**src/rtl/mpt_plb.sv**
```systemverilog
// mpt_plb: fully-associative protection lookaside buffer caching MPT walker results per SPA page
package mpt_plb_pkg;
  typedef logic [33:0] spa_t_u;
  typedef enum logic [1:0] {ACC_READ = 2'd0, ACC_WRITE = 2'd1, ACC_EXEC = 2'd2} mpt_access_e;
  typedef enum logic [1:0] {FMT_NONE = 2'd0, FMT_RSVD = 2'd1, FMT_LEVEL = 2'd2, FMT_MODE = 2'd3} page_format_fault_e;
  typedef struct packed {logic [2:0] perms;} plb_entry_t;
endpackage

module mpt_plb import mpt_plb_pkg::*; #(
  parameter int N_ENTRIES    = 8,
  parameter int PAGE_SHIFT   = 12,
  parameter int WALK_TIMEOUT = 1023
) (
  input  logic               clk_i,
  input  logic               rst_i,
  input  logic               flush_i,
  input  logic               mpt_en_i,
  input  logic               req_valid_i,
  output logic               req_ready_o,
  input  spa_t_u             req_spa_i,
  input  mpt_access_e        req_access_i,
  output logic               resp_valid_o,
  input  logic               resp_ready_i,
  output logic               resp_allow_o,
  output logic               resp_fault_o,
  output page_format_fault_e resp_format_error_o,
  output logic               ptw_flush_o,
  output logic               ptw_enable_o,
  output logic               ptw_addr_valid_o,
  output spa_t_u             ptw_spa_o,
  output mpt_access_e        ptw_access_type_o,
  input  logic               ptw_busy_i,
  input  logic               ptw_valid_i,
  input  logic               ptw_allow_i,
  input  logic               ptw_fault_i,
  input  page_format_fault_e ptw_format_error_i,
  input  plb_entry_t         ptw_entry_i
);
  localparam int TW = $bits(spa_t_u) - PAGE_SHIFT;
  localparam int CW = $clog2(WALK_TIMEOUT + 1);
  localparam int IW = $clog2(N_ENTRIES);
  typedef enum logic [1:0] {S_IDLE, S_LOOKUP, S_WALK, S_RESP} state_e;
  state_e             r_state, w_next;
  spa_t_u             r_spa;
  mpt_access_e        r_acc;
  logic [N_ENTRIES-1:0] r_valid;
  logic [TW-1:0]      r_tag [N_ENTRIES];
  logic [2:0]         r_perms [N_ENTRIES];
  logic [IW-1:0]      r_rr, w_free_idx, w_fill_idx;
  logic [CW-1:0]      r_cnt;
  logic               r_allow, r_fault, w_allow, w_fault;
  page_format_fault_e r_fmt, w_fmt;
  logic [TW-1:0]      w_tag;
  logic [2:0]         w_hit_perms;
  logic               w_hit, w_free, w_hit_allow, w_done, w_clean, w_walk_allow, w_timeout, w_fill;
  logic               w_unused;
  function automatic logic perm_bit(input logic [2:0] p, input mpt_access_e a);
    return a == ACC_EXEC ? p[2] : a == ACC_WRITE ? p[1] : p[0];
  endfunction
  assign w_tag = r_spa[$bits(spa_t_u)-1:PAGE_SHIFT];
  always_comb begin
    w_hit = 1'b0;
    w_hit_perms = '0;
    w_free = 1'b0;
    w_free_idx = '0;
    for (int i = N_ENTRIES - 1; i >= 0; i--) begin
      if (r_valid[i] && r_tag[i] == w_tag) begin
        w_hit = 1'b1;
        w_hit_perms |= r_perms[i];
      end
      if (!r_valid[i]) begin
        w_free = 1'b1;
        w_free_idx = IW'(i);
      end
    end
  end
  assign w_hit_allow  = perm_bit(w_hit_perms, r_acc);
  assign w_done       = ptw_valid_i | ptw_fault_i | (ptw_format_error_i != FMT_NONE);
  assign w_clean      = ptw_valid_i & ~ptw_fault_i & (ptw_format_error_i == FMT_NONE);
  assign w_walk_allow = ptw_allow_i & w_clean;
  assign w_timeout    = r_cnt == CW'(WALK_TIMEOUT);
  assign w_fill       = (r_state == S_WALK) & w_clean & ~flush_i;
  assign w_fill_idx   = w_free ? w_free_idx : r_rr;
  always_comb begin
    w_next = r_state;
    w_allow = r_allow;
    w_fault = r_fault;
    w_fmt = r_fmt;
    case (r_state)
      S_IDLE: w_next = req_valid_i ? S_LOOKUP : S_IDLE;
      S_LOOKUP: begin
        w_next = (!mpt_en_i || w_hit) ? S_RESP : S_WALK;
        w_allow = !mpt_en_i || w_hit_allow;
        w_fault = mpt_en_i && !w_hit_allow;
        w_fmt = FMT_NONE;
      end
      S_WALK: begin
        if (w_done) begin
          w_next = S_RESP;
          w_allow = w_walk_allow;
          w_fault = ~w_walk_allow;
          w_fmt = ptw_format_error_i;
        end else if (w_timeout) begin
          w_next = S_RESP;
          w_allow = 1'b0;
          w_fault = 1'b1;
          w_fmt = FMT_NONE;
        end
      end
      S_RESP: w_next = resp_ready_i ? S_IDLE : S_RESP;
      default: w_next = S_IDLE;
    endcase
  end
  always_ff @(posedge clk_i) begin
    if (rst_i) begin
      r_state <= S_IDLE;
      r_valid <= '0;
      r_rr <= '0;
      r_cnt <= '0;
      r_allow <= 1'b0;
      r_fault <= 1'b0;
      r_fmt <= FMT_NONE;
      r_spa <= '0;
      r_acc <= ACC_READ;
    end else begin
      r_state <= w_next;
      r_allow <= w_allow;
      r_fault <= w_fault;
      r_fmt <= w_fmt;
      r_cnt <= (r_state == S_WALK) ? r_cnt + CW'(1) : '0;
      if (r_state == S_IDLE && req_valid_i) begin
        r_spa <= req_spa_i;
        r_acc <= req_access_i;
      end
      if (flush_i) r_valid <= '0;
      else if (w_fill) r_valid[w_fill_idx] <= 1'b1;
      if (w_fill) begin
        r_tag[w_fill_idx] <= w_tag;
        r_perms[w_fill_idx] <= ptw_entry_i.perms;
        if (!w_free) r_rr <= r_rr + IW'(1);
      end
    end
  end
  assign w_unused            = ptw_busy_i;
  assign req_ready_o         = r_state == S_IDLE;
  assign resp_valid_o        = r_state == S_RESP;
  assign resp_allow_o        = resp_valid_o & r_allow;
  assign resp_fault_o        = resp_valid_o & r_fault;
  assign resp_format_error_o = resp_valid_o ? r_fmt : FMT_NONE;
  assign ptw_flush_o         = flush_i;
  assign ptw_enable_o        = r_state == S_WALK;
  assign ptw_addr_valid_o    = r_state == S_WALK;
  assign ptw_spa_o           = r_spa;
  assign ptw_access_type_o   = r_acc;
endmodule

```
**config.mk**
```make
export PLATFORM = sky130hd
export DESIGN_NAME = mpt_plb
export DESIGN_NICKNAME = d
export VERILOG_FILES = /design/src/rtl/mpt_plb.sv
export SDC_FILE = /design/constraint.sdc
export NUM_CORES = 1
export LEC_CHECK = 0
export CAP_MARGIN = 20
export CORE_MARGIN = 2
export CORE_UTILIZATION = 35
export CTS_CLUSTER_DIAMETER = 120
export DETAILED_ROUTE_END_ITERATION = 6
export HOLD_SLACK_MARGIN = 0.08
export PLACE_DENSITY = 0.55
export SYNTH_ARGS = -nofsm -noshare
export SYNTH_HDL_FRONTEND = slang
export SYNTH_SLANG_ARGS = --single-unit
```
**constraint.sdc**
```tcl
create_clock -name clk_i -period 8.6 [get_ports clk_i]
set_clock_uncertainty 0.15 [all_clocks]
set_input_delay 2.15 -clock clk_i [delete_from_list [all_inputs] [get_ports clk_i]]
set_output_delay 2.15 -clock clk_i [all_outputs]
set_load 0.005 [all_outputs]
```
==> flow_summary.ini <==
[logic_synthesis]
yosysWarnings = 0
yosysTopAreaCell = edfxtp_1
yosysTopAreaCellShare = 0.549
avgSynthCellArea_um2 = 13.4
syn_inst = 814
synthDistinctLibCells = 43
yosys-top-cells-area = edfxtp_1 (55%), dfxtp_1 (12%), xor2_1 (10%)
async_flop_share = 0
syn_area_um2 = 10900
ys_seq_area_frac = 0.664
ys_ff_latch = 263
synth_edf_count = 200
yosys_most_used_dff = edfxtp_1
synth.net_count = 871

[cts]
cts-buffers-inserted = 29
cts_max_level = 1
cts-root-buf = clkbuf_16
cts_setup_buffers = 0
cts_tree = built
clockBufferDepth = 3
postCtsHoldBufs = 0
path_clk_slew_ps = 60
clock_sinks = 263
ctsResizeCount = 0
clk_latency_ps = 550

[sta]
hold_viol_final = 0
setup_ws_ps = 3120
setup_viol = 0
drv_slew = 0
tns_ps = 0
finalCriticalPeriod_ps = 5480
fmax_mhz = 182
rsz0062_at_grt = false
holdWs_ps = 293
max_slew_margin = 0.324
worstMarginPinSlew_ps = 1010
fin_crit_sh = 0.637

[setup_path]
crit_arrival_ps = 3180
r2r_slack_ps = 5460
crit_chain = clkdlybuf4s50_1 > clkdlybuf4s50_1
crit_type = in2out
r2r_start = r_state[0]
cp-end-kind = output pin
cp_max_fo = 4
r2r_end = r_tag[3][6]
crit_buf_inv = 2
rr_worst_depth = 9
slowest_delay_ps = 520
path_delay_family = buffers and inverters
crit_top_cell = clkdlybuf4s50_1
slowest_stage = clkdlybuf4s50_1
cp-start-kind = input pin
worst-endpoint-required_ps = 6300

[global_route]
grt_pass1_vias = 6344
grt_pass1_wl_um = 37900
antenna_found_initial = 0
track_usage = 0.150
grt_max_degree = 50
grt_overflow_total = 0

[hold_path]
min_to = r_cnt[0]
min_path_type = reg2reg
worstHoldPathCells = 1
holdCritStartpoint = r_cnt[0]

[pwr]
clkPwrFrac = 0.414
leakagePower_nw = 4.50
p_per_area_nw_per_um2 = 207
internal_power_mw = 2.11
switching_power_mw = 0.613
power_mw = 2.73
p_seq_frac = 0.515
switching_share = 0.225
ir_worst_vdd_uv = 122
power_frac_comb = 0.071

[floorplan]
initial_core_util = 0.357
die_h_um = 181
die-area_um2 = 32700
io_pins = 96
die_w_um = 181
std_cell_rows = 64
coreArea_um2 = 30700

[drt]
wl_per_cell_um = 18.4
finalWirelength_um = 24800
drtPass1Iterations = 5
drt_iter0_drc = 371
vias = 6382
drcViolationCount = 0
drt-vias-per-instance = 4.74
ant_nets = 0

[place]
gp_congestion = 0.802
numPortBuffers = 94
dpl.hpwl_um = 15100
pre_cts_ws_ps = 3100

[cells_and_area]
postLayoutCoreUtil = 0.429
syn_to_final_growth_pct = 20.2
diodes = 0
drive_above_1_share = 0.0948
nets = 984

[outcome]
outcome = finished clean

[flow_run]
drv.max_cap_violation_count = 0
==> area by class of cell <==
type,instances,area (um^2)
flip-flops and latches,263,7270
multi-input cells,505,3360
inverters,8,30.0
well taps,396,495
clock inverters,14,72.6
fillers,2822,17500
clock buffers,39,793
repair buffers,120,1130
==> logic make-up after synthesis <==
logic type | synth area share
flip-flops | 0.664
XOR/XNOR | 0.150
buffers and inverters | 0.0309
AO/OA/AOI/OAI | 0.0417
AND/OR/NAND/NOR | 0.106
adder cells (fa/ha/maj) | 0.00686
==> how the worst max path moves through the flow <==
stage	from	endpoint	slack, ps	cells past startpoint
finish	flush_i	ptw_flush_o	3120	2
global route	flush_i	ptw_flush_o	3070	2
CTS	flush_i	ptw_flush_o	3100	2
detailed placement	flush_i	ptw_flush_o	3100	2
global placement	flush_i	ptw_flush_o	3100	2
floorplan	ptw_fault_i	r_perms[4][0]	3780	6
==> flip-flops by register name, indices dropped and copies added (netlist names) <==
name / flops
r_cnt: 10
r_fmt: 2
ptw_access_type_o: 2
r_state: 2
r_tag: 176
r_fault: 1
r_perms: 24
r_allow: 1
ptw_spa_o: 34
r_valid: 8
r_rr: 3
==> through the flow <==
stage / instances / cell area (um^2)
finish: 1345 / 13100
detailed placement: 1292 / 12300
global placement: 1292 / 12300
CTS: 1345 / 13100
global route: 1345 / 13100
floorplan: 814 / 10900
==> cells in the mapped netlist (2+ instances only) <==
cell / instances
a211oi_1: 3
a21oi_1: 46
a221oi_1: 2
a222oi_1: 2
a22oi_1: 8
a31oi_1: 3
and2_1: 8
and3_1: 5
buf_1: 2
buf_4: 4
buf_6: 20
clkbuf_1: 12
dfxtp_1: 63
edfxtp_1: 200
ha_1: 6
inv_1: 8
nand2_1: 92
nand3_1: 10
nand4_1: 26
nor2_1: 45
nor2b_1: 2
nor3_1: 9
nor3_2: 7
nor4_1: 25
o21ai_0: 2
or2_2: 3
xnor2_1: 58
xor2_1: 128
==> power groups by stage <==
stage | logic [mW] | registers (mW) | clock network, mW
global placement | 0.197 | 1.43 | 0
floorplan | 0.111 | 1.43 | 0
global route | 0.215 | 1.41 | 1.21
detailed placement | 0.198 | 1.43 | 0
finish | 0.193 | 1.40 | 1.13
CTS | 0.199 | 1.40 | 1.16
==> layout by cell type (no fill, tap or decap), types with 2 or more instances in the layout <==
master	netlist	layout
nand3_1	10	10
nor3_1	9	9
and2_1	8	7
clkbuf_8	0	3
xor2_1	128	128
o21ai_0	2	2
clkdlybuf4s50_1	0	93
and3_1	5	5
a31oi_1	3	3
nand4_1	26	26
a211oi_1	3	3
nor2_1	45	37
dfxtp_1	63	63
nor2_2	0	8
buf_4	4	26
clkbuf_1	12	7
a21oi_1	46	46
nor3_2	7	7
clkbuf_16	0	29
nand2_1	92	92
clkinv_2	0	5
nor4_1	25	25
ha_1	6	6
a22oi_1	8	8
edfxtp_1	200	200
a222oi_1	2	2
clkinv_1	0	6
or2_2	3	3
inv_1	8	8
xnor2_1	58	58
nor2b_1	2	2
a221oi_1	2	2
==> layer usage <==
layer	vias to the layer above	routed length [um]	GRT usage
met5	-	0	0
met3	29	1210	0.0220
met4	0	333	0.0365
li1	3109	-	-
met1	3104	11300	0.202
met2	140	11900	0.255
No activity file was read; power rests on OpenSTA's default activity.
==> patch (config.mk and constraints unchanged) <==
`N_ENTRIES`: 8 -> 4.
--- a/src/rtl/mpt_plb.sv
+++ b/src/rtl/mpt_plb.sv
@@ -7,7 +7,7 @@
 endpackage
 
 module mpt_plb import mpt_plb_pkg::*; #(
-  parameter int N_ENTRIES    = 8,
+  parameter int N_ENTRIES    = 4,
   parameter int PAGE_SHIFT   = 12,
   parameter int WALK_TIMEOUT = 1023
 ) (
Formal check against the unedited RTL: same outputs for any inputs over 10 cycles, from zero or initial values and one cycle with rst_i high; that may be too few to reach the edited logic, so the function may still have changed.
==> patch against the original RTL <==
  * Cell area shrank 37%
  * Area after synthesis decreased by 40%
  * Total power is 35% lower
  * Sequential cell count shrank 105
  * Fmax shrank 2.5%
  * Wire length shrank 42%
  * Cell count shrank 35%
  * Worst setup slack worse by 140 ps
==> patch: results (changes against the original RTL) <==
Placed Area 7670 um2 (-38%); Crit Path Max Fanout 7 (+3); multi-input combinational area share 26.5% (+0.99 points); peak per-stage delay on the critical path 590 ps (+70 ps); ranking of synthesized cells by area edfxtp_1, dfxtp_1, xnor2_1, nand2_1, a21oi_1; Min-Delay Startpoint ptw_spa_o[2]; sequential share of cell area 50.4% (-4.8 points); TritonCTS buffer count 17 (-41%); Inst Count DP 846 (-35%); met1 global-route usage 19.3% (-0.87 points); inverters 6 (-2); Iter 0 DRT Violations 226 (-39%); vias 4,227 (-34%); filler cell count 1,697 (-40%); htree depth 4 (+3); Synth Area in Adders 0.949% (+0.26 points); mean routed wirelength per cell 16.4 um (-11%); met3 usage 3.43% (+1.2 points); DR vias/cell 4.81 (+1.5%); worst skew pair latency 420 ps (-130 ps); layout cells sized above 1 7.61% (-1.9 points); clock buffer depth 2 (-1); Cells on Worst Hold Path 2 (+1); Post-synth top cells edfxtp_1, nand2_1, xnor2_1; drt first pass iters 4 (-1); signal buffers share of area 12.1% (+3.5 points); M2 GR Usage 25.4% (-0.14 points); Yosys cell types 40 (-7.0%); CTS sink cnt 158 (-40%); vias in the first global route 4,271 (-33%); GP Congestion 0.757 (-5.6%); R2R setup slack 5350 ps (-110 ps); static leakage 2.65 nW (-41%); reg-to-reg endpoint r_tag[0][17]; wire length of the first global-routing pass 23,000 um (-39%); synthesized net count 603 (-31%); post-synthesis instance total 547 (-33%); xor and xnor fraction of the mapped netlist area 12.9% (-2.1 points); FF-to-FF path depth 8 (-1); Place WS 2980 ps (-122 ps); nonclk buf count 102 (-15%); DRT met1 WL 6550 um (-42%); status complete, no violations; #MultiIn Comb 346 (-31%); dpl hpwl 9860 um (-35%); clkbuf count 20 (-49%); largest net degree at the start of global routing 53 (+6.0%); met3 wire length 527 um (-57%); Worst Max-Slew Pin Slew 1070 ps (+58.5 ps); EDFF count, synth 100 (-50%)
## patch: cell count changes after synthesis, sizes merged, moves of 3 or more
cell    before  now
a21oi       46   42
nor3        17    7
xnor2       58   85
a22oi        8    2
nand2b       1    4
nand2       92   87
nor4        25    7
nor2        45   21
edfxtp     200  100
xor2       129   12
nand3       10   18
buf         26   23
and3         6    3
dfxtp       63   58
## patch: worst max path at each step
| stage | start | end | slack (ps) | depth (start not counted) |
|---|---|---|---|---|
| after detailed placement | flush_i | ptw_flush_o | 2980 | 2 |
| after floorplan | ptw_fault_i | r_perms[3][0] | 3300 | 5 |
| after global routing | flush_i | ptw_flush_o | 2950 | 2 |
| after global placement | flush_i | ptw_flush_o | 2970 | 2 |
| final | flush_i | ptw_flush_o | 2980 | 2 |
| after CTS | flush_i | ptw_flush_o | 2980 | 2 |
## patch: power by group
group	internal, mW	switching, mW	total, mW
logic	0.0885	0.0713	0.160
clock network	0.461	0.286	0.747
registers	0.827	0.0377	0.864
total	1.38	0.395	1.77
